## src/rtl/ecp5pll_phase_pkg.sv

```systemverilog
// rtl/ecp5pll_phase_pkg.sv - shared types and constants for the ECP5 PLL phase sequencer
// Holds the sequencer state encoding, default timing lengths and the
// phasedir encoding used on the ECP5 PLL dynamic phase-shift pins.
package ecp5pll_phase_pkg;

   typedef enum logic [2:0] {
      IDLE   = 3'd0,
      SETUP  = 3'd1,
      PULSE  = 3'd2,
      SETTLE = 3'd3,
      LOAD   = 3'd4,
      DONE   = 3'd5
   } state_t;

   localparam int DEF_PHASE_BITS    = 8;
   localparam int DEF_PHASE_INIT    = 0;
   localparam int DEF_SETUP_CYCLES  = 4;
   localparam int DEF_PULSE_CYCLES  = 4;
   localparam int DEF_SETTLE_CYCLES = 16;

   // Width of the shared state timer; must hold the longest (length-1).
   localparam int TIMER_BITS = 16;

   localparam logic DIR_INC = 1'b0;
   localparam logic DIR_DEC = 1'b1;

endpackage

```

## src/rtl/ecp5pll_phase_seq.sv

```systemverilog
// rtl/ecp5pll_phase_seq.sv - moves the ECP5 PLL output phase to a requested absolute value
// Optional feature macro: ECP5PLL_PHASE_SEQ_ABORT_EN (adds the abort input).
// Ports:
//   clk, rst                  clock, asynchronous active-high reset
//   target, target_valid      requested absolute phase, valid/ready handshake
//   abort                     (macro only) stop after the current step, then load
//   target_ready              high only while idle
//   phase                     currently tracked phase
//   busy, done                not idle / one-cycle completion pulse
//   phasedir, phasestep,      ECP5 PLL dynamic phase-shift controls
//   phaseloadreg
module ecp5pll_phase_seq
   import ecp5pll_phase_pkg::*;
#(
   parameter int C_phase_bits    = DEF_PHASE_BITS,
   parameter int C_phase_init    = DEF_PHASE_INIT,
   parameter int C_setup_cycles  = DEF_SETUP_CYCLES,
   parameter int C_pulse_cycles  = DEF_PULSE_CYCLES,
   parameter int C_settle_cycles = DEF_SETTLE_CYCLES
) (
   input  logic                    clk,
   input  logic                    rst,
   input  logic [C_phase_bits-1:0] target,
   input  logic                    target_valid,
`ifdef ECP5PLL_PHASE_SEQ_ABORT_EN
   input  logic                    abort,
`endif
   output logic                    target_ready,
   output logic [C_phase_bits-1:0] phase,
   output logic                    busy,
   output logic                    done,
   output logic                    phasedir,
   output logic                    phasestep,
   output logic                    phaseloadreg
);

   localparam logic [C_phase_bits-1:0] PH_ONE  = C_phase_bits'(1);
   localparam logic [TIMER_BITS-1:0]   T_SETUP  = TIMER_BITS'(C_setup_cycles - 1);
   localparam logic [TIMER_BITS-1:0]   T_PULSE  = TIMER_BITS'(C_pulse_cycles - 1);
   localparam logic [TIMER_BITS-1:0]   T_SETTLE = TIMER_BITS'(C_settle_cycles - 1);

   state_t                  state_q, state_d;
   logic [TIMER_BITS-1:0]   timer_q, timer_d;
   logic [C_phase_bits-1:0] remain_q, remain_d;
   logic [C_phase_bits-1:0] phase_q, phase_d;
   logic                    dir_q, dir_d;
   logic                    abort_pend_q, abort_pend_d;
   logic                    ready_q, ready_d;
   logic                    busy_q, busy_d;
   logic                    done_q, done_d;
   logic                    step_q, step_d;
   logic                    load_q, load_d;

   logic [C_phase_bits-1:0] diff;
   logic                    timer_end;
   logic                    abort_in;

`ifdef ECP5PLL_PHASE_SEQ_ABORT_EN
   assign abort_in = abort;
`else
   assign abort_in = 1'b0;
`endif

   // Modulo difference; its MSB picks the shorter direction (half-turn goes down).
   assign diff      = target - phase_q;
   assign timer_end = (timer_q == '0);

   // State register
   always_ff @(posedge clk or posedge rst) begin
      if (rst) begin
         state_q      <= IDLE;
         timer_q      <= '0;
         remain_q     <= '0;
         phase_q      <= C_phase_bits'(C_phase_init);
         dir_q        <= DIR_INC;
         abort_pend_q <= 1'b0;
         ready_q      <= 1'b1;
         busy_q       <= 1'b0;
         done_q       <= 1'b0;
         step_q       <= 1'b1;
         load_q       <= 1'b0;
      end else begin
         state_q      <= state_d;
         timer_q      <= timer_d;
         remain_q     <= remain_d;
         phase_q      <= phase_d;
         dir_q        <= dir_d;
         abort_pend_q <= abort_pend_d;
         ready_q      <= ready_d;
         busy_q       <= busy_d;
         done_q       <= done_d;
         step_q       <= step_d;
         load_q       <= load_d;
      end
   end

   // Next-state logic; the timer is reloaded with (length-1) on every state entry.
   always_comb begin
      state_d      = state_q;
      timer_d      = timer_end ? timer_q : timer_q - TIMER_BITS'(1);
      remain_d     = remain_q;
      phase_d      = phase_q;
      dir_d        = dir_q;
      abort_pend_d = abort_pend_q;
      case (state_q)
         IDLE: begin
            abort_pend_d = 1'b0;
            if (target_valid) begin
               dir_d    = diff[C_phase_bits-1] ? DIR_DEC : DIR_INC;
               remain_d = diff[C_phase_bits-1] ? ('0 - diff) : diff;
               if (diff == '0) begin
                  state_d = DONE;
                  timer_d = '0;
               end else begin
                  state_d = SETUP;
                  timer_d = T_SETUP;
               end
            end
         end
         SETUP: begin
            if (abort_in) begin
               state_d = LOAD;
               timer_d = T_PULSE;
            end else if (timer_end) begin
               state_d = PULSE;
               timer_d = T_PULSE;
            end
         end
         PULSE: begin
            if (abort_in) abort_pend_d = 1'b1;
            if (timer_end) begin
               state_d  = SETTLE;
               timer_d  = T_SETTLE;
               phase_d  = (dir_q == DIR_DEC) ? phase_q - PH_ONE : phase_q + PH_ONE;
               remain_d = remain_q - PH_ONE;
            end
         end
         SETTLE: begin
            if (abort_in) abort_pend_d = 1'b1;
            if (timer_end) begin
               if (remain_q == '0 || abort_pend_q || abort_in) begin
                  state_d = LOAD;
                  timer_d = T_PULSE;
               end else begin
                  state_d = SETUP;
                  timer_d = T_SETUP;
               end
            end
         end
         LOAD: begin
            if (timer_end) begin
               state_d = DONE;
               timer_d = '0;
            end
         end
         DONE: begin
            state_d = IDLE;
         end
         default: begin
            state_d = IDLE;
         end
      endcase
   end

   // Outputs decoded from the next state so that they are registered yet
   // aligned with the state they belong to.
   always_comb begin
      ready_d = (state_d == IDLE);
      busy_d  = (state_d != IDLE);
      done_d  = (state_d == DONE);
      step_d  = (state_d != PULSE);
      load_d  = (state_d == LOAD);
   end

   assign target_ready = ready_q;
   assign phase        = phase_q;
   assign busy         = busy_q;
   assign done         = done_q;
   assign phasedir     = dir_q;
   assign phasestep    = step_q;
   assign phaseloadreg = load_q;

endmodule

```

## config.mk

```make
export PLATFORM = sky130hd
export DESIGN_NAME = ecp5pll_phase_seq
export DESIGN_NICKNAME = d
export VERILOG_FILES = /design/src/rtl/ecp5pll_phase_pkg.sv /design/src/rtl/ecp5pll_phase_seq.sv
export SDC_FILE = /design/constraint.sdc
export NUM_CORES = 1
export LEC_CHECK = 0
export ABC_AREA = 1
export BUFFER_PORTS_ARGS = -buffer_cell sky130_fd_sc_hd__buf_2
export CORE_MARGIN = 10
export CORE_UTILIZATION = 55
export DETAILED_ROUTE_END_ITERATION = 10
export GPL_TIMING_DRIVEN = 0
export MAX_ROUTING_LAYER = met4
export PLACE_DENSITY = 0.74
export SLEW_MARGIN = 15
export SYNTH_ARGS = -nofsm -noshare
export SYNTH_HDL_FRONTEND = slang
export SYNTH_SLANG_ARGS = --single-unit
```

## constraint.sdc

```tcl
create_clock -name clk -period 3.2 [get_ports clk]
set_input_delay 0 -clock clk [delete_from_list [all_inputs] [get_ports clk]]
set_output_delay 0 -clock clk [all_outputs]
set_load 0.05 [all_outputs]
```

* After elaboration in Yosys (flattened, before gate mapping) *
Cells that the tools add are included.

storage, ports and cells
  latch bits = 0
  input port bits = 11
  output and inout port bits = 14
  ROM bits = 0
  logic and storage cells = 57
  bits in registers = 41
  memories kept = 0
  RAM bits = 0

operators by class
  equality and inequality tests = 9
  add/sub/neg operators = 6
  multiplexer cells = 21
  $lt $le $gt $ge = 0
  shift-type cells = 0
  multiply operators = 0
  divide/modulo/power cells = 0
  reduce and logical (&&, ||, !) cells = 11
  bitwise gates (word level) = 0

operators with widths
  kind                     number
  $mux W16                 5
  $pmux W16 S4             1
  $mux W8                  4
  $mux W3                  7
  $logic_not A16 Y1        1
  $logic_not A8 Y1         2
  $pmux W8 S2              1
  $sub A16 B1 Y16 const B  1
  $sub A8 B1 Y8 const B    2
  $pmux W3 S5              1
  $eq A3 B3 Y1 const B     3
  $add A8 B1 Y8 const B    1
  $sub A1 B8 Y8 const A    1
  $sub A8 B8 Y8            1
  $eq A3 B2 Y1 const B     2
  $logic_not A3 Y1         2
  $ne A2 B2 Y1 const B     2
  $reduce_and A2 Y1        2
  $eq A3 B1 Y1 const B     1
  $ne A3 B2 Y1 const B     1
  $reduce_and A3 Y1        1
  $reduce_bool A3 Y1       1
  $mux W2                  1
  $reduce_bool A2 Y1       1
  other kinds (2)          2

* Depth between registers and ports, before layout *
  word-level depth = 6
  mapped depth = 15

* Worst setup path before layout *
OpenSTA, ideal clock, no wires.

  path type = register to register
  start = register phase_q[0] (netlist: phase[0])
  end = register timer_q[0]
  cell stages (with the launch flop) = 11
  setup slack = 0.851 ns
  arrival time = 2.223 ns
  period minus slack after synthesis = 2.349 ns
  required time = 3.074 ns
  buffers on the path = 0
  cell sequence = dfrtp_1 > ha_1 > fa_1 > ha_1 > inv_1 > nor2_1 > nand3_1 > nor2_1 > nand3_1 > o21ai_0 > a21oi_1

on the way
  cells in the longest elaborated chain, start to end = 5

RTL lines
  element                   RTL line                  text
  start: declaration        ecp5pll_phase_seq.sv:45   logic [C_phase_bits-1:0] phase_q, phase_d;
  start signal: assignment  ecp5pll_phase_seq.sv:74   phase_q <= C_phase_bits'(C_phase_init);
  start signal: assignment  ecp5pll_phase_seq.sv:86   phase_q <= phase_d;
  $sub A8 B8 Y8             ecp5pll_phase_seq.sv:65   assign diff = target - phase_q;
  $logic_not A8 Y1          ecp5pll_phase_seq.sv:111  if (diff == '0) begin
  $mux W2                   ecp5pll_phase_seq.sv:111
  $mux W16                  ecp5pll_phase_seq.sv:108  if (target_valid) begin
  $pmux W16 S4              ecp5pll_phase_seq.sv:105  case (state_q)
  net timer_d[0]            ecp5pll_phase_seq.sv:43   logic [TIMER_BITS-1:0] timer_q, timer_d;
  end signal: assignment    ecp5pll_phase_seq.sv:84   timer_q <= timer_d;
  end: declaration          ecp5pll_phase_seq.sv:43

The timed path passes the listed nets, and every way through them passes these cells.
A chain may end at the register's enable or synchronous reset.

* Worst setup path in the final report *
Ends and elaborated chain as after synthesis.

==> impl_results.md <==
* Status: complete, no violations
* Residual DRC at 0
* 1st-iter DRT viols at 140
* Cell variety after synth at 44
* Pins Over Slew Limit at 0
* DR WL/cell at 13.0 µm
* Die Ht at 96.8 µm
* Worst slew pin tran at 393 ps
* CP max stage delay at 520 ps
* Global Route Usage Sum at 15.9%
* Setup TNS Final at 0 ps
* Met2 WL at 3.55 mm
* Layout cells sized above 1 at 16.0%
* Worst Setup End Kind: register
* RR Startpoint: phase[0]
* Worst-case reg-to-reg path depth at 10
* Max-capacitance violation count at 0
* Slew Limit Headroom at 73.8%
* Vias in the first global route at 2842
* Drt pass-1 iters at 4
* Hold path cells at 4
* Crit Reg-Reg Endpoint: timer_q[0]
* Slowest-stage cell, CP: fa_1
* Register area share after synthesis at 31.7%
* CP arrival at 2590 ps
* Layout Area Growth over Synthesis at 10.7%
* I/O Buffers at 24
* Synth Area in XOR/XNOR at 5.40%
* Htree depth at 2
* Synth top area cells: dfrtp_1, nand2_1, ha_1
* Max Freq at 416 MHz
* Starting Density at 57.9%
* Clock sinks at 41
* CP Cell Sequence: ha_1 > fa_1 > ha_1 > inv_1 > nor2_1 > nand3_1 > nor2_1 > nand3_1 > o21ai_0 > a21oi_1
* Fillers at 528
* Metal1 wirelength at 3.38 mm
* Yosys reg bits at 41
* First-pass GRT wire length at 12.6 mm
* Clock root cell: clkbuf_8
* GPL Wtd Cong at 0.919
* Syn_nets at 487
* Util after Layout at 64.1%
* Synth Area in Compound Gates at 10.9%
* Layout Nets at 520
* Drt total wl at 7.31 mm
* Skew final at 10.7 ps
* Clk Latency, worst-skew pair at 310 ps
* HP Class: input pin to register
* RSZ-0062 raised after global routing: no
* Hold path endpoint: timer_q[8]
* Remaining global-route overflow at 0
* Clk buf depth at 2
* Synth top area share at 30.1%
* Final hold violation count at 0
* Die Footprint at 9370 µm²
* Routed vias/inst at 5.24
* VDD IR-drop max at 0.253 mV
* Cells after synthesis at 454
* Met3 wire length at 314 µm
* Number of antenna violations at the first check in global routing at 0
* Highest metal used: met4
* CTS tree: yes
* Final Cycle Share at 75.1%
* Vias after detailed routing at 2935
* Worst Min Path Start: target_valid
* Cell Pwr Density at 434 nW/µm²
* CP Max Fanout at 6
* Most common cell after layout, fill and taps aside: nand2_1
* Ant. Diodes at 0
* Crit Path Class: register to register
* Largest net degree at the start of global routing at 36
* Mapped Area at 3240 µm²
* Area leader, netlist: dfrtp_1
* Placed wire-length estimate at 5.69 mm
* Simple-Gate Fraction of Synth Area at 33.0%
* Core Region at 5610 µm²
* Crit path time final at 2400 ps
* Number of setup violations in the final report at 0
* Mapped Avg Cell Area at 7.15 µm²
* Die Wd at 96.8 µm
* Worst-path clk slew at 90 ps
* YS warnings at 0
* CP startpoint kind: register
* # resized after CTS at 0
* CTS Buf Count at 5
* Remaining antenna violation count at 0
* Worst reg-to-reg setup slack at 800 ps
* Commonest non-fill, non-tap cells in the layout: nand2_1, inv_1, nor2_1
* Mux share of post-synthesis cell area at 0%
* Main combinational cell family by area after synthesis: simple AND/OR/NAND/NOR gates
* Pleak at 1.86 nW
* Worst Path Required at 3380 ps
* Io pins at 25
* Area share of fa/ha/maj cells after synthesis at 8.95%
* Rows at 27
==> Yosys cell counts (all sizes together) <==
cell	number
nand2	124
inv	71
nor2	57
dfrtp	39
a21oi	28
nand3	27
o21ai	21
ha	20
xor2	14
nor3	9
nand4	8
xnor2	6
buf	4
clkinv	3
nand3b	3
nor4	3
a31oi	2
dfstp	2
fa	2
o211ai	2
a21o	1
a22oi	1
and2	1
o21a	1
o221ai	1
o22ai	1
o31a	1
o41ai	1
or2	1
==> per-layer routing <==
layer	global-route usage, %	vias up
li1	-	1517
met1	19.4	1364
met2	25.9	49
met3	3.69	5
met4	4.06	0
met5	-	-
==> flip-flops by register name (all words and copies together) (netlist names) <==
signal	flops
remain_q	8
busy	1
state_q	3
phaseloadreg	1
done	1
phase	8
phasestep	1
timer_q	16
target_ready	1
phasedir	1
==> cell families after synthesis <==
family,Yosys count
and+or+nand+nor,233
buffers and inverters,78
AOI/OAI and AO/OA,60
DFF,41
adders and majority gates,22
xor gates and xnor gates,20
==> report_power, final <==
part	switching [W]	total, W	leakage [nW]	internal, W
Combinational	0.000276	0.000450	1.32	0.000175
Sequential	0.0000843	0.000680	0.494	0.000596
Clock	0.000195	0.000427	0.0552	0.000232
==> cell type report <==
class                   count  area (µm²)  area share [%]
plain buffers               4        41.3            1.15
clock buffers               6        72.6            2.02
flip-flops and latches     41        1030            28.6
inverters                  74         287            7.98
clock inverters             2        35.0           0.975
well taps                  72        90.1            2.51
multi-input cells         335        1890            52.6
repair buffers             26         150            4.18
==> timing repair <==
action	CTS	global route
setup buffers	0	0
hold endpoints to repair	39	0
hold buffers	1	0
==> worst max-delay path by stage <==
stage             start         end  cells past startpoint
2_1_floorplan  phase[0]  timer_q[0]                     10
3_3_place_gp   phase[0]  timer_q[0]                     10
3_5_place_dp   phase[0]  timer_q[0]                     10
4_1_cts        phase[0]  timer_q[0]                     10
5_1_grt        phase[0]  timer_q[0]                     10
6_report       phase[0]  timer_q[0]                     10
==> worst max-delay path: cells and delay by family (launching register included) <==
family                   cells  cell delay (ps)
AO/OA/AOI/OAI                2              300
flip-flops                   1              470
AND/OR/NAND/NOR              4              570
adder cells (fa/ha/maj)      3              910
buffers and inverters        1               60
==> stage by stage <==
step / total power [W] / cells / area, µm² / setup slack, ps / hold WS, ps
6_report: 0.00156 / 560 / 3590 / 796 / 91.7
5_1_grt: 0.00166 / 560 / 3590 / 546 / 112
4_1_cts: 0.00156 / 560 / 3590 / 782 / 78.8
3_5_place_dp: 0.00113 / 551 / 3470 / 803 / -89.5
3_3_place_gp: 0.00111 / 550 / 3450 / 840 / 385
2_1_floorplan: 0.00103 / 454 / 3240 / 851 / 193
No activity file was read; power rests on OpenSTA's default activity.
